[src/rtl/per_timer_mc.sv]
// Multi-channel memory-mapped timer: per-channel COUNT/COMPARE with overflow flag and level IRQ.
// Optional per-channel 16-bit prescaler is built only when PER_TIMER_MC_PRESCALER_EN is defined.
module per_timer_mc #(
    parameter int unsigned NUM_CH = 4,
    parameter int unsigned CNT_W  = 32
) (
    input  logic        clk_i,
    input  logic        reset_n_i,
    input  logic [15:0] addr_i,
    input  logic [31:0] wdata_i,
    output logic [31:0] rdata_o,
    input  logic [1:0]  size_i,
    input  logic        rd_i,
    input  logic        wr_i,
    output logic        irq_o
);

    localparam int unsigned DW    = 32;
    localparam int unsigned PW    = 16;
    localparam int unsigned CH_AW = 4;
    localparam logic [15:0] IRQ_STATUS_ADDR = 16'h0100;

    logic [NUM_CH-1:0] ch_sel;
    logic [NUM_CH-1:0] ovf_vec;
    logic [NUM_CH-1:0] irq_en_vec;
    logic [DW-1:0]     ch_rd [NUM_CH];
    logic [DW-1:0]     rd_val;
    logic              ch_space;
    logic [1:0]        reg_off;
    logic              unused_bits;

    assign ch_space    = (addr_i[15:8] == 8'h00) && (addr_i[1:0] == 2'b00);
    assign reg_off     = addr_i[3:2];
    assign unused_bits = ^{size_i, wdata_i};

    for (genvar i = 0; i < NUM_CH; i++) begin : g_ch
        logic             en_q;
        logic             ovf_q;
        logic             oneshot_q;
        logic             irq_en_q;
        logic [CNT_W-1:0] count_q;
        logic [CNT_W-1:0] compare_q;
        logic             tick;
        logic             match;
        logic             wr_csr;
        logic             wr_cnt;
        logic             wr_cmp;
        logic [DW-1:0]    rd_c;

        assign ch_sel[i] = ch_space && (addr_i[7:4] == CH_AW'(i));
        assign wr_csr    = wr_i && ch_sel[i] && (reg_off == 2'd0);
        assign wr_cnt    = wr_i && ch_sel[i] && (reg_off == 2'd1);
        assign wr_cmp    = wr_i && ch_sel[i] && (reg_off == 2'd2);

`ifdef PER_TIMER_MC_PRESCALER_EN
        logic [PW-1:0] presc_q;
        logic [PW-1:0] pcnt_q;
        logic          wr_pre;

        assign wr_pre = wr_i && ch_sel[i] && (reg_off == 2'd3);
        assign tick   = en_q && (pcnt_q == presc_q);

        // Prescale counter parks at 0 while the channel is disabled.
        always_ff @(posedge clk_i or negedge reset_n_i) begin
            if (!reset_n_i) begin
                presc_q <= '0;
                pcnt_q  <= '0;
            end else begin
                if (wr_pre) presc_q <= wdata_i[PW-1:0];
                if (!en_q || tick) pcnt_q <= '0;
                else               pcnt_q <= pcnt_q + PW'(1);
            end
        end
`else
        assign tick = en_q;
`endif

        assign match = tick && (count_q == compare_q);

        // Overflow set by a match beats a simultaneous software clear.
        always_ff @(posedge clk_i or negedge reset_n_i) begin
            if (!reset_n_i) begin
                en_q      <= 1'b0;
                ovf_q     <= 1'b0;
                oneshot_q <= 1'b0;
                irq_en_q  <= 1'b0;
                count_q   <= '0;
                compare_q <= '0;
            end else begin
                if (wr_csr && wdata_i[0])                             en_q <= 1'b1;
                else if ((wr_csr && wdata_i[1]) || (match && oneshot_q)) en_q <= 1'b0;

                if (match)                      ovf_q <= 1'b1;
                else if (wr_csr && wdata_i[2])  ovf_q <= 1'b0;

                if (wr_csr) begin
                    oneshot_q <= wdata_i[3];
                    irq_en_q  <= wdata_i[4];
                end

                if (wr_cnt)     count_q <= wdata_i[CNT_W-1:0];
                else if (match) count_q <= '0;
                else if (tick)  count_q <= count_q + CNT_W'(1);

                if (wr_cmp) compare_q <= wdata_i[CNT_W-1:0];
            end
        end

        always_comb begin
            rd_c = '0;
            case (reg_off)
                2'd0: rd_c = DW'({irq_en_q, oneshot_q, ovf_q, !en_q, en_q});
                2'd1: rd_c = DW'(count_q);
                2'd2: rd_c = DW'(compare_q);
                2'd3: begin
`ifdef PER_TIMER_MC_PRESCALER_EN
                    rd_c = DW'(presc_q);
`else
                    rd_c = '0;
`endif
                end
            endcase
        end

        assign ch_rd[i]      = rd_c;
        assign ovf_vec[i]    = ovf_q;
        assign irq_en_vec[i] = irq_en_q;
    end

    always_comb begin
        rd_val = '0;
        if (addr_i == IRQ_STATUS_ADDR) begin
            rd_val = DW'(ovf_vec);
        end else begin
            for (int unsigned i = 0; i < NUM_CH; i++) begin
                if (ch_sel[i]) rd_val = ch_rd[i];
            end
        end
    end

    // Read data holds between reads; IRQ is a registered OR of enabled overflows.
    always_ff @(posedge clk_i or negedge reset_n_i) begin
        if (!reset_n_i) begin
            rdata_o <= '0;
            irq_o   <= 1'b0;
        end else begin
            irq_o <= |(ovf_vec & irq_en_vec);
            if (rd_i) rdata_o <= rd_val;
        end
    end

endmodule

[config.mk]
export PLATFORM = sky130hd
export DESIGN_NAME = per_timer_mc
export DESIGN_NICKNAME = d
export VERILOG_FILES = /design/src/rtl/per_timer_mc.sv
export SDC_FILE = /design/constraint.sdc
export NUM_CORES = 1
export LEC_CHECK = 0
export BUFFER_PORTS_ARGS = -buffer_cell sky130_fd_sc_hd__buf_2
export CORE_ASPECT_RATIO = 0.75
export CORE_MARGIN = 2
export CORE_UTILIZATION = 54
export DETAILED_ROUTE_END_ITERATION = 10
export GPL_TIMING_DRIVEN = 0
export PLACE_DENSITY_LB_ADDON = 0.1
export SETUP_SLACK_MARGIN = 0.1
export SYNTH_ARGS = -nofsm -noshare
export SYNTH_HDL_FRONTEND = slang
export SYNTH_SLANG_ARGS = --single-unit
[constraint.sdc]
create_clock -name clk_i -period 2.5 [get_ports clk_i]
set_input_delay 0.25 -clock clk_i [delete_from_list [all_inputs] [get_ports clk_i]]
set_output_delay 0.25 -clock clk_i [all_outputs]
set_load 0.02 [all_outputs]
Word-level counts from Yosys, hierarchy flattened
Index checks and enable logic that the tools add are counted.
Storage, ports and cells
  word-level logic and storage cells: 145
  bits of input ports: 54
  register bits after elaboration: 305
  output and inout bits: 33
Operators by class
  reduce and logical (&&, ||, !) cells: 66
  bitwise logic cells: 1
  $add $sub $neg: 4
  equality and inequality tests: 11
  mux-type cells: 37
Operators by type and width (number)
  2-to-1 mux 32 bit: 17
  one-hot mux 32 bit (4 select lines): 4
  adder 32 x 1 -> 32 bit (second input constant): 4
  == test 32 bit: 4
  logical AND 1 bit: 41
  == test 16 x 9 -> 1 bit (second input constant): 1
  2-to-1 mux 1 bit: 16
  nonzero test 2 bit: 8
  nonzero test 3 bit: 4
  == test 4 x 2 -> 1 bit (second input constant): 2
  zero test 8 bit: 1
  AND 4 bit: 1
  == test 2 bit (second input constant): 2
  == test 4 x 1 -> 1 bit (second input constant): 1
  zero test 1 bit: 4
  zero test 2 bit: 2
  zero test 4 bit: 1
  logical OR 1 bit: 4
  OR reduction 4 bit: 1
  == test 2 x 1 -> 1 bit (second input constant): 1

Logic depth before layout (Yosys ltp)
  depth after elaboration: 9
  mapped depth: 9
  gate-level depth less buffers: 7

Least setup slack after synthesis
Ideal clock, no wire load.
  path kind: register to register
  start: reg g_ch[1].count_q[23]
  end: reg g_ch[1].count_q[11]
  arrival time: 2.280 ns
  period minus slack after synthesis: 2.400 ns
  setup slack: 0.100 ns
  cell stages (with the launch flop): 7
  setup time: 0.120 ns
  buffers on the path: 1
  data required time: 2.380 ns
  cells stage by stage: dfrtp_1 -> buf_6 -> xor2_1 -> or4_1 -> or4_4 -> or4_4 -> o211a_1
On the way
  cells in the longest elaborated chain, start to end: 4
  elaborated cells between the ends (all ways): 5
  those cells by class: eq/ne: 1; mux: 2; reduce/logical: 2
Ends and longest elaborated chain
  start: declaration: RTL line 41  | logic [CNT_W-1:0] count_q;
  start signal: assignment: RTL line 101  | if (wr_cnt) count_q <= wdata_i[CNT_W-1:0];
  start signal: assignment: RTL line 103  | else if (tick) count_q <= count_q + CNT_W'(1);
  == test 32 bit (*): RTL line 78  | assign match = tick && (count_q == compare_q);
  logical AND 1 bit (*): RTL line 78
  2-to-1 mux 32 bit: RTL line 102  | else if (match) count_q <= '0;
  2-to-1 mux 32 bit: RTL line 101
Every way passes the cells marked *; elsewhere a longest branch is shown, timed or not.
A chain may end at the register's enable or synchronous reset.

Final worst setup path
  start: in addr_i[3]
  end: reg rdata_o[28]
On the way
  cells in the longest elaborated chain, start to end: 7
  elaborated cells between the ends (all ways): 14
  those cells by class: eq/ne: 4; mux: 9; reduce/logical: 1
Ends and longest elaborated chain
  start: declaration: RTL line 9  | input logic [15:0] addr_i,
  == test 2 bit, or another cell as far along: RTL line 111  | case (reg_off)
  one-hot mux 32 bit (4 select lines): RTL line 111
  2-to-1 mux 32 bit (4 in series): RTL line 136  | if (ch_sel[i]) rd_val = ch_rd[i];
  2-to-1 mux 32 bit (*): RTL line 132  | if (addr_i == IRQ_STATUS_ADDR) begin
  end signal: assignment: RTL line 148  | if (rd_i) rdata_o <= rd_val;
  end: declaration: RTL line 11  | output logic [31:0] rdata_o,
Marked as above.

==> results.sh <==
export IMPL_fp_dieW_um=218
export IMPL_async_flop_share_pct=100
export IMPL_fin_util_pct=63.2
export IMPL_crit_buf_inv=4
export IMPL_vdd_drop_max_mv=0.484
export IMPL_holdPathStages=2
export IMPL_cp_end_kind="flip-flop"
export IMPL_worst_pin_slew_ns=1.04
export IMPL_slew_headroom_pct=30.5
export IMPL_syn_nets=2060
export IMPL_final_hold_viol_count=0
export IMPL_register_area_um2=7640
export IMPL_via_per_inst=6.80
export IMPL_cts_path_max_buffers=3
export IMPL_final_setup_viol_count=0
export IMPL_maxCapViolCount=0
export IMPL_status="complete, no violations"
export IMPL_wl_per_cell_um=29.3
export IMPL_fillers=2986
export IMPL_grt_pass1_vias=16228
export IMPL_first_pass_iters=6
export IMPL_holdWs_ns=0.0234
export IMPL_synth_avg_cell_area_um2=9.24
export IMPL_numCtsBuffers=34
export IMPL_critPathKind="input port to flip-flop"
export IMPL_synth_edf_count=0
export IMPL_multiInputGateArea_um2=10300
export IMPL_rows=58
export IMPL_fin_skew_ns=0.0140
export IMPL_yosysWarnings=0
export IMPL_area_growth_pct=15.0
export IMPL_ff2ff_setup_slack_ns=0.13
export IMPL_drtIter0Drc=2867
export IMPL_setup_worst_path_start_class="input port"
export IMPL_cts_root_buffer="clkbuf_16"
export IMPL_num_vias=17762
export IMPL_synthesis_area_um2=18500
export IMPL_r2r_start="g_ch[1].count_q[27]"
export IMPL_syn_inst=2002
export IMPL_synthFlopType="dfrtp_1"
export IMPL_cts_tree="yes"
export IMPL_dp_hpwl_um=54100
export IMPL_synth_seq_area_share_pct=41.2
export IMPL_gp_congestion=1.00
export IMPL_crit_slowest_cell="a22oi_1"
export IMPL_drive_above_1_share_pct=19.5
export IMPL_crit_fanout=10
export IMPL_path_depth=9
export IMPL_grt_pass1_wl_um=109000
export IMPL_cts_sinks=305
export IMPL_die_h_um=164
export IMPL_grt_start_max_net_pins=113
export IMPL_worstRegToRegCells=6
export IMPL_path_clk_slew_ns=0.06
export IMPL_detail_route_antenna_nets=0
export IMPL_cp_data_arrival_time_ns=2.84
export IMPL_grt_setup_unrepaired="yes"
export IMPL_ys_types=70
export IMPL_hp_start="wdata_i[3]"
export IMPL_final_period_utilization_pct=97.7
export IMPL_dieArea_um2=35800
export IMPL_port_buffers=82
export IMPL_drcViolationCount=0
export IMPL_required_ns=2.90
export IMPL_grt_overflow=0
export IMPL_netlist_top_cells_area="dfrtp_1, mux2_2, xnor2_1"
export IMPL_htreeDepth=2
export IMPL_r2r_end="g_ch[1].count_q[7]"
export IMPL_grtUsageTotal_pct=42.7
export IMPL_io_pins=87
export IMPL_critPathTopFamily="buffers and inverters"
export IMPL_wirelength_um=76600
export IMPL_min_to="g_ch[1].compare_q[3]"
export IMPL_power_density_nw_per_um2=532
export IMPL_cpPeakStageDelay_ns=0.44
export IMPL_antenna_found_initial=3
export IMPL_crit_top_cell="clkbuf_2"
export IMPL_maxSlewViolCount=0
export IMPL_synth_top_area_share_pct=41.2
export IMPL_start_util_pct=55.0
export IMPL_p_leak_uw=0.00875
export IMPL_fin_nets=2193
export IMPL_core_area_um2=33700
export IMPL_crit_chain="clkbuf_1 > nor2b_1 > clkbuf_2 > clkbuf_2 > clkbuf_2 > a22oi_1 > o22ai_1 > o21ai_0 > o21ai_0"
export IMPL_fin_crit_ns=2.44
export IMPL_startpoint="addr_i[3]"
export IMPL_yosysTopAreaCell="dfrtp_1"
export IMPL_ys_seq_elements=305
export IMPL_insertion_delay_ns=0.55
export IMPL_clock_fmax_mhz=409
export IMPL_hp_class="input port to flip-flop"
[stage by stage]
stage / power (uW) / setup TNS [ns] / worst slack, ns / std cells / cell area, um2
after global placement: 6170 / -1586.10 / -4.77 / 2534 / 19500
after detailed placement: 6200 / -145.59 / -1.10 / 2536 / 19500
after global routing: 11600 / 0 / 0.0621 / 2608 / 21300
final: 11300 / 0 / 0.0568 / 2611 / 21300
after CTS: 11300 / 0 / 0.0905 / 2611 / 21000
after floorplan: 5640 / 0 / 0.100 / 2002 / 18500
[what timing repair did]
action,in CTS,in global routing
hold endpoints to repair,89,0
pin swaps,11,10
setup endpoints to repair,268,148
gates cloned,0,2
hold buffers,2,0
gates resized for setup,60,60
buffers inserted,17,10
[synth_stat cells, types with 5 or more instances]
master	n
a21oi_1	51
a22oi_1	120
a31oi_1	11
and3_1	31
and4_1	12
buf_1	10
buf_2	17
clkbuf_1	130
dfrtp_1	305
inv_1	52
mux2_2	138
mux2i_1	20
nand2_1	197
nand2b_1	6
nand3_1	92
nand3b_1	8
nand4_1	68
nand4b_1	8
nor2_1	108
nor2b_1	8
nor3_1	35
nor3b_1	7
nor4_1	36
o211ai_1	7
o21a_1	6
o21ai_0	97
o221ai_1	6
o22ai_1	61
o31ai_1	52
or3_1	5
or4_1	12
xnor2_1	127
xor2_1	89
[kinds of logic (layout without fill, tap and decap cells)]
family	after synthesis	in the layout	synth area share (%)
AO/OA/AOI/OAI	444	444	15.8
XOR/XNOR	216	216	10.2
adder cells (fa/ha/maj)	4	4	0.270
buffers and inverters	213	369	4.51
flip-flops	305	305	41.2
multiplexers	158	158	9.48
other	0	3	0
AND/OR/NAND/NOR	662	662	18.5
[worst max path at each step]
| stage | end | slack [ns] |
|---|---|---|
| after floorplan | g_ch[1].count_q[11] | 0.10 |
| after global placement | g_ch[1].count_q[8] | -4.77 |
| after detailed placement | g_ch[3].count_q[14] | -1.10 |
| after CTS | rdata_o[23] | 0.09 |
| after global routing | g_ch[2].count_q[20] | 0.06 |
| final | rdata_o[28] | 0.06 |
[state kept, by name (all words and copies together) (netlist names)]
register and cells:
g_ch.en_q 4, rdata_o 32, g_ch.ovf_q 4, g_ch.count_q 128, g_ch.oneshot_q 4, g_ch.compare_q 128, irq_o 1, g_ch.irq_en_q 4
[power breakdown]
group / leakage (uW) / internal (uW) / switching (uW) / total (uW)
registers: 0.00387 / 5010 / 125 / 5130
clock network: 0.000558 / 2980 / 2160 / 5140
logic: 0.00432 / 287 / 765 / 1050
[cell type report]
cell class | instances | share of cell area (%)
repair buffers | 115 | 3.59
diodes | 3 | 0.0353
inverters | 52 | 0.917
well taps | 450 | 2.65
clock buffers | 53 | 5.10
plain buffers | 143 | 3.13
clock inverters | 6 | 0.141
flip-flops and latches | 305 | 35.9
multi-input cells | 1484 | 48.5
[layer usage]
| layer | track usage (%) | up-vias | wire, um |
|---|---|---|---|
| met4 | 17.0 | 0 | 3420 |
| met2 | 57.4 | 1187 | 30000 |
| li1 | - | 7561 | - |
| met1 | 63.3 | 8852 | 32100 |
| met3 | 12.9 | 162 | 11100 |
| met5 | 0 | - | 0 |
[cell usage in the layout, fill, tap and decap left out, types with 23 or more instances in the layout]
cell type	instances
dfrtp_1	296
nand2_1	194
mux2_2	138
xnor2_1	127
a22oi_1	114
nor2_1	106
o21ai_0	96
buf_2	95
clkbuf_1	94
nand3_1	89
xor2_1	88
nand4_1	68
o22ai_1	61
inv_1	52
o31ai_1	52
a21oi_1	51
clkbuf_16	39
and3_1	29
nor3_1	28
buf_4	27
nor4_1	24
clkbuf_2	23
No activity file was read; power rests on OpenSTA's default activity.
